`src/rtl/tcs3200_scan_ctrl.sv`:
```
// TCS3200 colour-sensor scan sequencer: settles and gates each filter (R, G, B, Clear) in turn,
// then publishes all four counts at once. Define TCS3200_AUTO_RANGE_EN for automatic S0/S1 ranging.
`timescale 1ns/1ps
module tcs3200_scan_ctrl #(
  parameter int unsigned GATE_CYCLES   = 5000000,
  parameter int unsigned SETTLE_CYCLES = 50000,
  parameter int unsigned CNT_W         = 21,
  parameter logic [1:0]  SCALE_DEF     = 2'b10
) (
  input  logic             clk,
  input  logic             rst,
  input  logic             start,
  input  logic             continuous,
  input  logic             sensor_out,
  output logic [1:0]       s0_s1,
  output logic [1:0]       s2_s3,
  output logic             led_en,
  output logic             busy,
  output logic             done,
  output logic [CNT_W-1:0] red_cnt,
  output logic [CNT_W-1:0] green_cnt,
  output logic [CNT_W-1:0] blue_cnt,
  output logic [CNT_W-1:0] clear_cnt,
  output logic             sat,
  output logic             no_signal
);

  localparam int unsigned MaxWin = (GATE_CYCLES > SETTLE_CYCLES) ? GATE_CYCLES : SETTLE_CYCLES;
  localparam int unsigned TmrW   = (MaxWin < 2) ? 1 : $clog2(MaxWin + 1);
  localparam logic [TmrW-1:0]  SettleLast = TmrW'(SETTLE_CYCLES - 1);
  localparam logic [TmrW-1:0]  GateLast   = TmrW'(GATE_CYCLES - 1);
  localparam logic [CNT_W-1:0] CntMax     = '1;

  localparam logic [1:0] ChR = 2'd0;
  localparam logic [1:0] ChG = 2'd1;
  localparam logic [1:0] ChB = 2'd2;
  localparam logic [1:0] ChC = 2'd3;

  typedef enum logic [1:0] {StIdle, StSettle, StGate, StStore} state_e;

  // Sensor filter select encoding is not in channel order.
  function automatic logic [1:0] filter_code(input logic [1:0] ch);
    case (ch)
      ChR:     filter_code = 2'b00;
      ChG:     filter_code = 2'b11;
      ChB:     filter_code = 2'b01;
      default: filter_code = 2'b10;
    endcase
  endfunction

  state_e           state_q;
  logic [1:0]       ch_q;
  logic [TmrW-1:0]  tmr_q;
  logic [CNT_W-1:0] work_cnt_q;
  logic [3:0]       sat_ch_q;
  logic [CNT_W-1:0] shadow_q [4];
  logic [1:0]       sync_q;
  logic             prev_q;

  logic             rise;
  logic [CNT_W-1:0] cnt_next;
  logic             sat_hit;
  logic             any_sat;
  logic             rescan;

  assign rise    = sync_q[1] & ~prev_q;
  assign any_sat = |sat_ch_q;

  always_comb begin
    cnt_next = work_cnt_q;
    sat_hit  = 1'b0;
    if (rise) begin
      if (work_cnt_q == CntMax) begin
        sat_hit = 1'b1;
      end else begin
        cnt_next = work_cnt_q + 1'b1;
      end
    end
  end

`ifdef TCS3200_AUTO_RANGE_EN
  localparam int unsigned      LowShift  = (CNT_W > 6) ? CNT_W - 6 : 0;
  localparam logic [CNT_W-1:0] LowThresh = CNT_W'(1) << LowShift;

  assign rescan = any_sat && (s0_s1 == 2'b11 || s0_s1 == 2'b10);
`else
  assign rescan = 1'b0;
`endif

  always_ff @(posedge clk or negedge rst) begin
    if (!rst) begin
      state_q    <= StIdle;
      ch_q       <= ChR;
      tmr_q      <= '0;
      work_cnt_q <= '0;
      sat_ch_q   <= '0;
      for (int i = 0; i < 4; i++) shadow_q[i] <= '0;
      sync_q     <= '0;
      prev_q     <= 1'b0;
      s0_s1      <= SCALE_DEF;
      s2_s3      <= 2'b00;
      led_en     <= 1'b0;
      busy       <= 1'b0;
      done       <= 1'b0;
      red_cnt    <= '0;
      green_cnt  <= '0;
      blue_cnt   <= '0;
      clear_cnt  <= '0;
      sat        <= 1'b0;
      no_signal  <= 1'b0;
    end else begin
      sync_q <= {sync_q[0], sensor_out};
      prev_q <= sync_q[1];
      done   <= 1'b0;

      case (state_q)
        StIdle: begin
          if (start) begin
            state_q  <= StSettle;
            ch_q     <= ChR;
            tmr_q    <= '0;
            sat_ch_q <= '0;
            s2_s3    <= filter_code(ChR);
            led_en   <= 1'b1;
            busy     <= 1'b1;
          end
        end

        StSettle: begin
          if (tmr_q == SettleLast) begin
            tmr_q      <= '0;
            work_cnt_q <= '0;
            state_q    <= StGate;
          end else begin
            tmr_q <= tmr_q + 1'b1;
          end
        end

        StGate: begin
          work_cnt_q <= cnt_next;
          if (sat_hit) sat_ch_q[ch_q] <= 1'b1;
          if (tmr_q == GateLast) begin
            tmr_q          <= '0;
            shadow_q[ch_q] <= cnt_next;
            if (ch_q != ChC) begin
              ch_q    <= ch_q + 2'd1;
              s2_s3   <= filter_code(ch_q + 2'd1);
              state_q <= StSettle;
            end else begin
              state_q <= StStore;
            end
          end else begin
            tmr_q <= tmr_q + 1'b1;
          end
        end

        StStore: begin
          tmr_q    <= '0;
          ch_q     <= ChR;
          s2_s3    <= filter_code(ChR);
          sat_ch_q <= '0;
          if (rescan) begin
`ifdef TCS3200_AUTO_RANGE_EN
            // Saturated on a range that can still drop: discard this scan and retry lower.
            s0_s1   <= s0_s1 - 2'd1;
`endif
            state_q <= StSettle;
          end else begin
            red_cnt   <= shadow_q[ChR];
            green_cnt <= shadow_q[ChG];
            blue_cnt  <= shadow_q[ChB];
            clear_cnt <= shadow_q[ChC];
            sat       <= any_sat;
            no_signal <= (shadow_q[ChC] == '0);
            done      <= 1'b1;
`ifdef TCS3200_AUTO_RANGE_EN
            if (shadow_q[ChC] < LowThresh && (s0_s1 == 2'b01 || s0_s1 == 2'b10)) begin
              s0_s1 <= s0_s1 + 2'd1;
            end
`endif
            if (continuous) begin
              state_q <= StSettle;
            end else begin
              state_q <= StIdle;
              led_en  <= 1'b0;
              busy    <= 1'b0;
            end
          end
        end

        default: state_q <= StIdle;
      endcase
    end
  end

endmodule

```
`config.mk`:
```
export PLATFORM = sky130hd
export DESIGN_NAME = tcs3200_scan_ctrl
export DESIGN_NICKNAME = d
export VERILOG_FILES = /design/src/rtl/tcs3200_scan_ctrl.sv
export SDC_FILE = /design/constraint.sdc
export NUM_CORES = 1
export LEC_CHECK = 0
export CORE_AREA = 2 2 134 136
export DETAILED_ROUTE_END_ITERATION = 12
export DIE_AREA = 0 0 136 138
export GPL_TIMING_DRIVEN = 1
export PLACE_DENSITY = 0.82
export SYNTH_ARGS = -nofsm -noshare
export SYNTH_HDL_FRONTEND = slang
export SYNTH_SLANG_ARGS = --single-unit
```
`constraint.sdc`:
```
create_clock -name clk -period 5.2 [get_ports clk]
set_clock_uncertainty 0.1 [all_clocks]
set_input_delay 1.04 -clock clk [delete_from_list [all_inputs] [get_ports clk]]
set_output_delay 1.04 -clock clk [all_outputs]
set_load 0.05 [all_outputs]
```
==> impl_metrics.csv, run 1 <==
group,metric,value,unit
run_status,status,"finished, final reports clean",
power,combinationalPowerShare,0.215,
power,pwr_density_cell,372,nW/um^2
logic_synthesis,ys_top_cells_by_area,"dfrtp_1 (56%), mux2_2 (18%), a31oi_1 (1.8%)",
timing,setup_viol,0,
clocking,cts_max_level,1,
final_layout,multi_input_area,4280,sq um
logic_synthesis,yosys_warnings,2,
clocking,post-cts-setup-buffers,0,
grt,grtUsageTotal,0.240,
die,fp.dieW,136,um
worst_setup_path,crit_fanout,31,
grt,antenna_found_initial,0,
final_layout,drive_above_1_share,0.263,
clocking,cts-buffers-inserted,24,
detailed_routing,vias,6830,
timing,hold_viol,0,
detailed_routing,ant_nets,0,
timing,max_freq,0.331,GHz
timing,min_period,3.02,ns
final_layout,nets,895,
place,port_buffers,95,
worst_setup_path,reg2reg_depth,7,
clocking,cts.sinks,228,
worst_setup_path,start_kind,"register",
clocking,ctsHoldBuffers,0,
final_layout,nFillCells,1247,
timing,worst_pin_slew,1.04,ns
timing,finalCritPeriodShare,0.581,
die,dieArea,18800,sq um
power,pwr-share-clk,0.372,
worst_hold_path,hp-class,"reg -> reg",
clocking,clock_path_buffers,3,
grt,grt_pass1_vias,6794,
logic_synthesis,synth.avg_cell_area,12.8,sq um
logic_synthesis,synth_edf_count,0,
detailed_routing,wl_per_cell,19.3,um
timing,setup_tns,0,ns
timing,report.final.slew_viol_count,0,
clocking,clock_latency,0.51,ns
logic_synthesis,synthFlopType,"dfrtp_1",
final_layout,diodes,0,
logic_synthesis,netlist_instances,804,
logic_synthesis,synth.cell_area,10300,sq um
logic_synthesis,yosysSeqAreaShare,0.556,
power,power.switching,1.40,mW
clocking,cts_resized,0,
power,p_total,4.52,mW
detailed_routing,viasPerCell,6.07,
logic_synthesis,synthArstFlopShare,1.00,
logic_synthesis,ys_types,61,
power,internal_power,3.12,mW
power,pwr-share-seq,0.413,
power,switching_share,0.309,
grt,grt_max_degree,145,
worst_hold_path,worstHoldPathCells,0,
logic_synthesis,yosysMostFrequentCell,"dfrtp_1",
final_layout,syn_to_final_growth,18.2,%
timing,max_slew_margin,0.305,
die,pin_count,98,
final_layout,regArea,5710,sq um
logic_synthesis,ys_seq_elements,228,
place,hpwl,14100,um
place,routabilityCongestion,0.898,
detailed_routing,dr.pass1.iters,5,
timing,rsz0062_at_grt,"no",
worst_setup_path,cp.arrival,3.31,ns
detailed_routing,drcViolationCount,0,
worst_setup_path,critPathKind,"reg -> reg",
clocking,clk_pin_slew,0.06,ns
die,placeableCoreArea,17500,sq um
logic_synthesis,synth_top_area_frac,0.556,
detailed_routing,wl,21800,um
power,leakagePower,5.62,nW
die,core.rowCount,49,
clocking,tritoncts,"done",
logic_synthesis,synth_top_cell_by_area,"dfrtp_1",
worst_setup_path,required,5.49,ns
clocking,cts_root_buffer,"clkbuf_16",
power,peakVddDrop,0.271,mV
worst_setup_path,end_kind,"register",
grt,grt-ovfl-total,0,
die,dieHeight,138,um
grt,grt_pass1_wl,36400,um
job,maxCapViolCount,0,
die,start_util,0.586,
logic_synthesis,synth_commonest_cells,"dfrtp_1 (228), mux2_2 (167), nand2_1 (35), a31oi_1 (30), clkbuf_1 (30)",
detailed_routing,drt_iter0_markers,364,
==> state kept, by name, indices dropped and copies added, names as in the netlist <==
name        cells
green_cnt      21
sat_ch_q        4
shadow_q       84
tmr_q          23
sat             1
work_cnt_q     21
state_q         2
no_signal       1
clear_cnt      21
busy            1
s2_s3           2
sync_q          2
done            1
red_cnt        21
prev_q          1
blue_cnt       21
ch_q            1
==> metrics by stage <==
stage / utilization / setup slack [ns] / cells / hold WS [ns] / instance area, sq um
6_report: 0.692 / 2.18 / 1126 / 0.249 / 12100
5_1_grt: 0.692 / 1.91 / 1126 / 0.265 / 12100
4_1_cts: 0.692 / 2.16 / 1126 / 0.251 / 12100
3_5_place_dp: 0.648 / 2.20 / 1082 / 0.238 / 11400
3_3_place_gp: 0.648 / 2.28 / 1082 / 0.238 / 11400
2_1_floorplan: - / 2.71 / 805 / 0.231 / 10300
==> path summary, 6_finish.rpt <==
check                           slack, ns  startpoint       endpoint
worst min-delay path                 0.25   sync_q[0]      sync_q[1]
worst max register to register       2.18  state_q[0]   shadow_q[61]
worst max-delay path                 2.18  state_q[0]   shadow_q[61]
worst min register to register       0.25   sync_q[0]      sync_q[1]
min in group asynchronous            0.59         rst  green_cnt[15]
max in group asynchronous            3.46         rst   green_cnt[3]
==> per-layer routing <==
metal	global-route usage	part of all wire
met3	0.0348	0.054
met5	0	0
met2	0.386	0.49
met4	0.0565	0.020
met1	0.348	0.44
==> power by group through the flow <==
| stage | Clock (mW) | Sequential, mW | Combinational, mW |
|---|---|---|---|
| finish | 1.68 | 1.87 | 0.972 |
| global route | 1.79 | 1.87 | 1.06 |
| CTS | 1.70 | 1.87 | 0.974 |
| detailed placement | 0 | 1.90 | 0.962 |
| global placement | 0 | 1.89 | 0.938 |
| floorplan | 0 | 1.92 | 0.678 |
==> critical path: stages (launching register included) <==
cell	delay, ns
dfrtp_1	0.46
inv_1	0.15
ha_1	0.15
buf_4	0.31
inv_1	0.33
nor4_1	0.64
nand2_1	0.36
mux2_1	0.39
==> cells by family (layout without fill, tap and decap cells) <==
group	after synthesis	in the layout	share of synthesized area
DFF	228	228	0.556
adders and majority gates	11	11	0.0134
buffers and inverters	70	162	0.0306
other	1	2	0.000365
muxes	174	174	0.190
xor gates and xnor gates	19	19	0.0162
AOI/OAI and AO/OA	130	130	0.0971
and+or+nand+nor	171	171	0.0964
==> layout by cell type (no fill, tap or decap), types with 8 or more instances in the layout <==
| cell type | Yosys | routed |
|---|---|---|
| or4_1 | 13 | 13 |
| nand4_1 | 12 | 12 |
| a21oi_1 | 9 | 9 |
| or3_1 | 15 | 15 |
| a31oi_1 | 30 | 30 |
| dfrtp_1 | 228 | 228 |
| ha_1 | 11 | 10 |
| o21ai_0 | 19 | 18 |
| a21o_1 | 13 | 13 |
| inv_1 | 15 | 15 |
| and3_1 | 8 | 8 |
| clkdlybuf4s50_1 | 0 | 94 |
| nor3_1 | 10 | 10 |
| mux2_2 | 167 | 167 |
| clkbuf_1 | 30 | 9 |
| nand2_1 | 35 | 35 |
| nand3_1 | 17 | 17 |
| xor2_1 | 14 | 14 |
| a221oi_1 | 10 | 10 |
| a211oi_1 | 8 | 8 |
| clkbuf_16 | 0 | 25 |
| nor4_1 | 15 | 15 |
| nor2_1 | 17 | 17 |
==> final cells by class <==
cell class	count	share of cell area
flip-flops and latches	228	0.470
multi-input cells	507	0.353
repair buffers	103	0.0847
clock buffers	39	0.0600
well taps	229	0.0236
inverters	15	0.00464
clock inverters	5	0.00412
Note: power is estimated with default switching activity, not from simulation.
==> run 2, diff against run 1 <==
CORE_AREA = 2 2 144 146   (was 2 2 134 136)
DIE_AREA = 0 0 146 148   (was 0 0 136 138)
PLACE_DENSITY = 0.76   (was 0.82)
clock period = 2.6 ns   (was 5.2 ns; I/O delays follow)
==> impl_metrics.csv, run 2 (same netlist as run 1, synthesis figures left out) <==
group,metric,value,unit
timing,setup_tns,0,ns
worst_setup_path,cp.arrival,2.80,ns
die,placeableCoreArea,20000,sq um
worst_setup_path,crit_buf_inv,1,
final_layout,final_common_cell,"dfrtp_1",
final_layout,drive_above_1_share,0.313,
worst_setup_path,start_kind,"register",
detailed_routing,vias,7007,
place,dp.cells,1178,
die,dieHeight,148,um
final_layout,largest_register_ff_count,84,
worst_setup_path,required,2.90,ns
die,fp.dieW,146,um
worst_setup_path,path_delay_family,"simple AND/OR/NAND/NOR gates",
die,core.rowCount,52,
die,dieArea,21600,sq um
timing,report.final.slew_viol_count,0,
clocking,tritoncts,"done",
timing,hold_viol,0,
clocking,clock_path_buffers,3,
final_layout,final_cell_mix,"dfrtp_1 (228), mux2_2 (167), clkdlybuf4s50_1 (94), buf_4 (52), nand2_1 (35)",
clocking,cts_root_buffer,"clkbuf_16",
job,maxCapViolCount,0,
place,port_buffers,95,
timing,max_freq,0.400,GHz
final_layout,final_area,12800,sq um
place,hpwl,15500,um
place,routabilityCongestion,0.921,
grt,grt_max_degree,64,
detailed_routing,wl,22500,um
grt,antenna_found_initial,0,
final_layout,nets,952,
final_layout,syn_to_final_growth,24.7,%
grt,grtUsageTotal,0.213,
final_layout,stdcell_count,1224,
worst_setup_path,end_kind,"register",
detailed_routing,dr.pass1.iters,5,
place,dpl_cell_area,11900,sq um
clocking,cts_max_level,1,
timing,holdWs,0.256,ns
die,pin_count,98,
die,start_util,0.512,
timing,max_slew_margin,0.618,
grt,grt-ovfl-total,0,
timing,setup_viol,0,
worst_hold_path,hp-class,"reg -> reg",
power,pwr_density_cell,753,nW/um^2
clocking,clock_latency,0.52,ns
worst_setup_path,max_stage_delay,0.55,ns
power,peakVddDrop,0.479,mV
clocking,clk_pin_slew,0.06,ns
detailed_routing,ant_nets,0,
detailed_routing,viasPerCell,5.72,
timing,worst_slack,0.0995,ns
final_layout,biggestRegsByFlops,"shadow_q x84, tmr_q x23",
final_layout,regMostFlops,"shadow_q",
grt,grt_pass1_wl,37800,um
timing,finalCritPeriodShare,0.962,
detailed_routing,wl_per_cell,18.4,um
timing,min_period,2.50,ns
worst_setup_path,crit_fanout,5,
timing,worst_pin_slew,0.572,ns
timing,rsz0062_at_grt,"no",
detailed_routing,drcViolationCount,0,
worst_setup_path,crit_slowest_cell,"or4_4",
clocking,cts-buffers-inserted,25,
power,leakagePower,5.95,nW
final_layout,diodes,0,
worst_setup_path,path_cells,"ha_1, nand3_1, or4_4, buf_4, nor4_4, xor2_2, mux2_2",
clocking,cts.sinks,228,
run_status,status,"finished, final reports clean",
detailed_routing,drt_iter0_markers,484,
worst_setup_path,critPathKind,"reg -> reg",
place,pre_cts_slack,0.0902,ns
grt,grt_pass1_vias,7215,
-- run 2: per-stage QoR --
stage          utilization  power, mW
3_3_place_gp         0.596       6.13
6_report             0.639       9.65
2_1_floorplan            -       5.20
3_5_place_dp         0.596       6.15
5_1_grt              0.639       10.1
4_1_cts              0.639       9.74
-- run 2: path summary, 6_finish.rpt --
path | slack, ns | to | from | cells after the start
setup / recovery | 0.1 | shadow_q[60] | work_cnt_q[1] | 7
hold / removal | 0.26 | sync_q[1] | sync_q[0] | 0
setup reg to reg | 0.1 | shadow_q[60] | work_cnt_q[1] | 7
hold reg to reg | 0.26 | sync_q[1] | sync_q[0] | 0
max in group asynchronous | 1.27 | tmr_q[7] | rst | 3
min in group asynchronous | 0.44 | green_cnt[19] | rst | 2
-- run 2: worst reg2reg max path: stages, from the launching register on --
cell and delay, ns:
dfrtp_1 0.41, ha_1 0.23, nand3_1 0.13, or4_4 0.55, buf_4 0.19, nor4_4 0.34
xor2_2 0.15, mux2_2 0.29
-- run 2: final cells by class --
class | instances | area [sq um]
Timing Repair Buffer | 159 | 1580
Inverter | 15 | 56.3
Sequential cell | 228 | 5710
Multi-Input combinational cell | 507 | 4300
Tap cell | 270 | 338
Clock inverter | 15 | 185
Fill cell | 1558 | 7230
Clock buffer | 30 | 654
-- run 2: what timing repair did --
action                                  4_1_cts  5_1_grt
endpoints found under the hold margin        58        0
resized for setup                             0        3
buffers inserted                              0        0
endpoints found under the setup margin        0       13
hold buffers                                  1        0
-- run 2: report_power, final --
group | total (mW) | leakage (nW) | internal, mW | switching (mW)
combinational | 2.37 | 2.40 | 0.924 | 1.44
clock | 3.57 | 0.398 | 2.12 | 1.45
sequential | 3.72 | 3.16 | 3.63 | 0.0869
total | 9.65 | 5.95 | 6.67 | 2.98
-- run 2: layer usage --
metal / global-route usage / vias up / wire, um
met2: 0.363 / 192 / 11200
li1: - / 3240 / -
met5: 0 / - / 0
met4: 0.0461 / 0 / 280
met3: 0.0355 / 28 / 1260
met1: 0.292 / 3547 / 9810
==> run 3, diff against run 2 <==
CAP_MARGIN = 10   (was default)
==> results of run 3 <==
Final layout, timing and power as in run 2 (identical DEF).
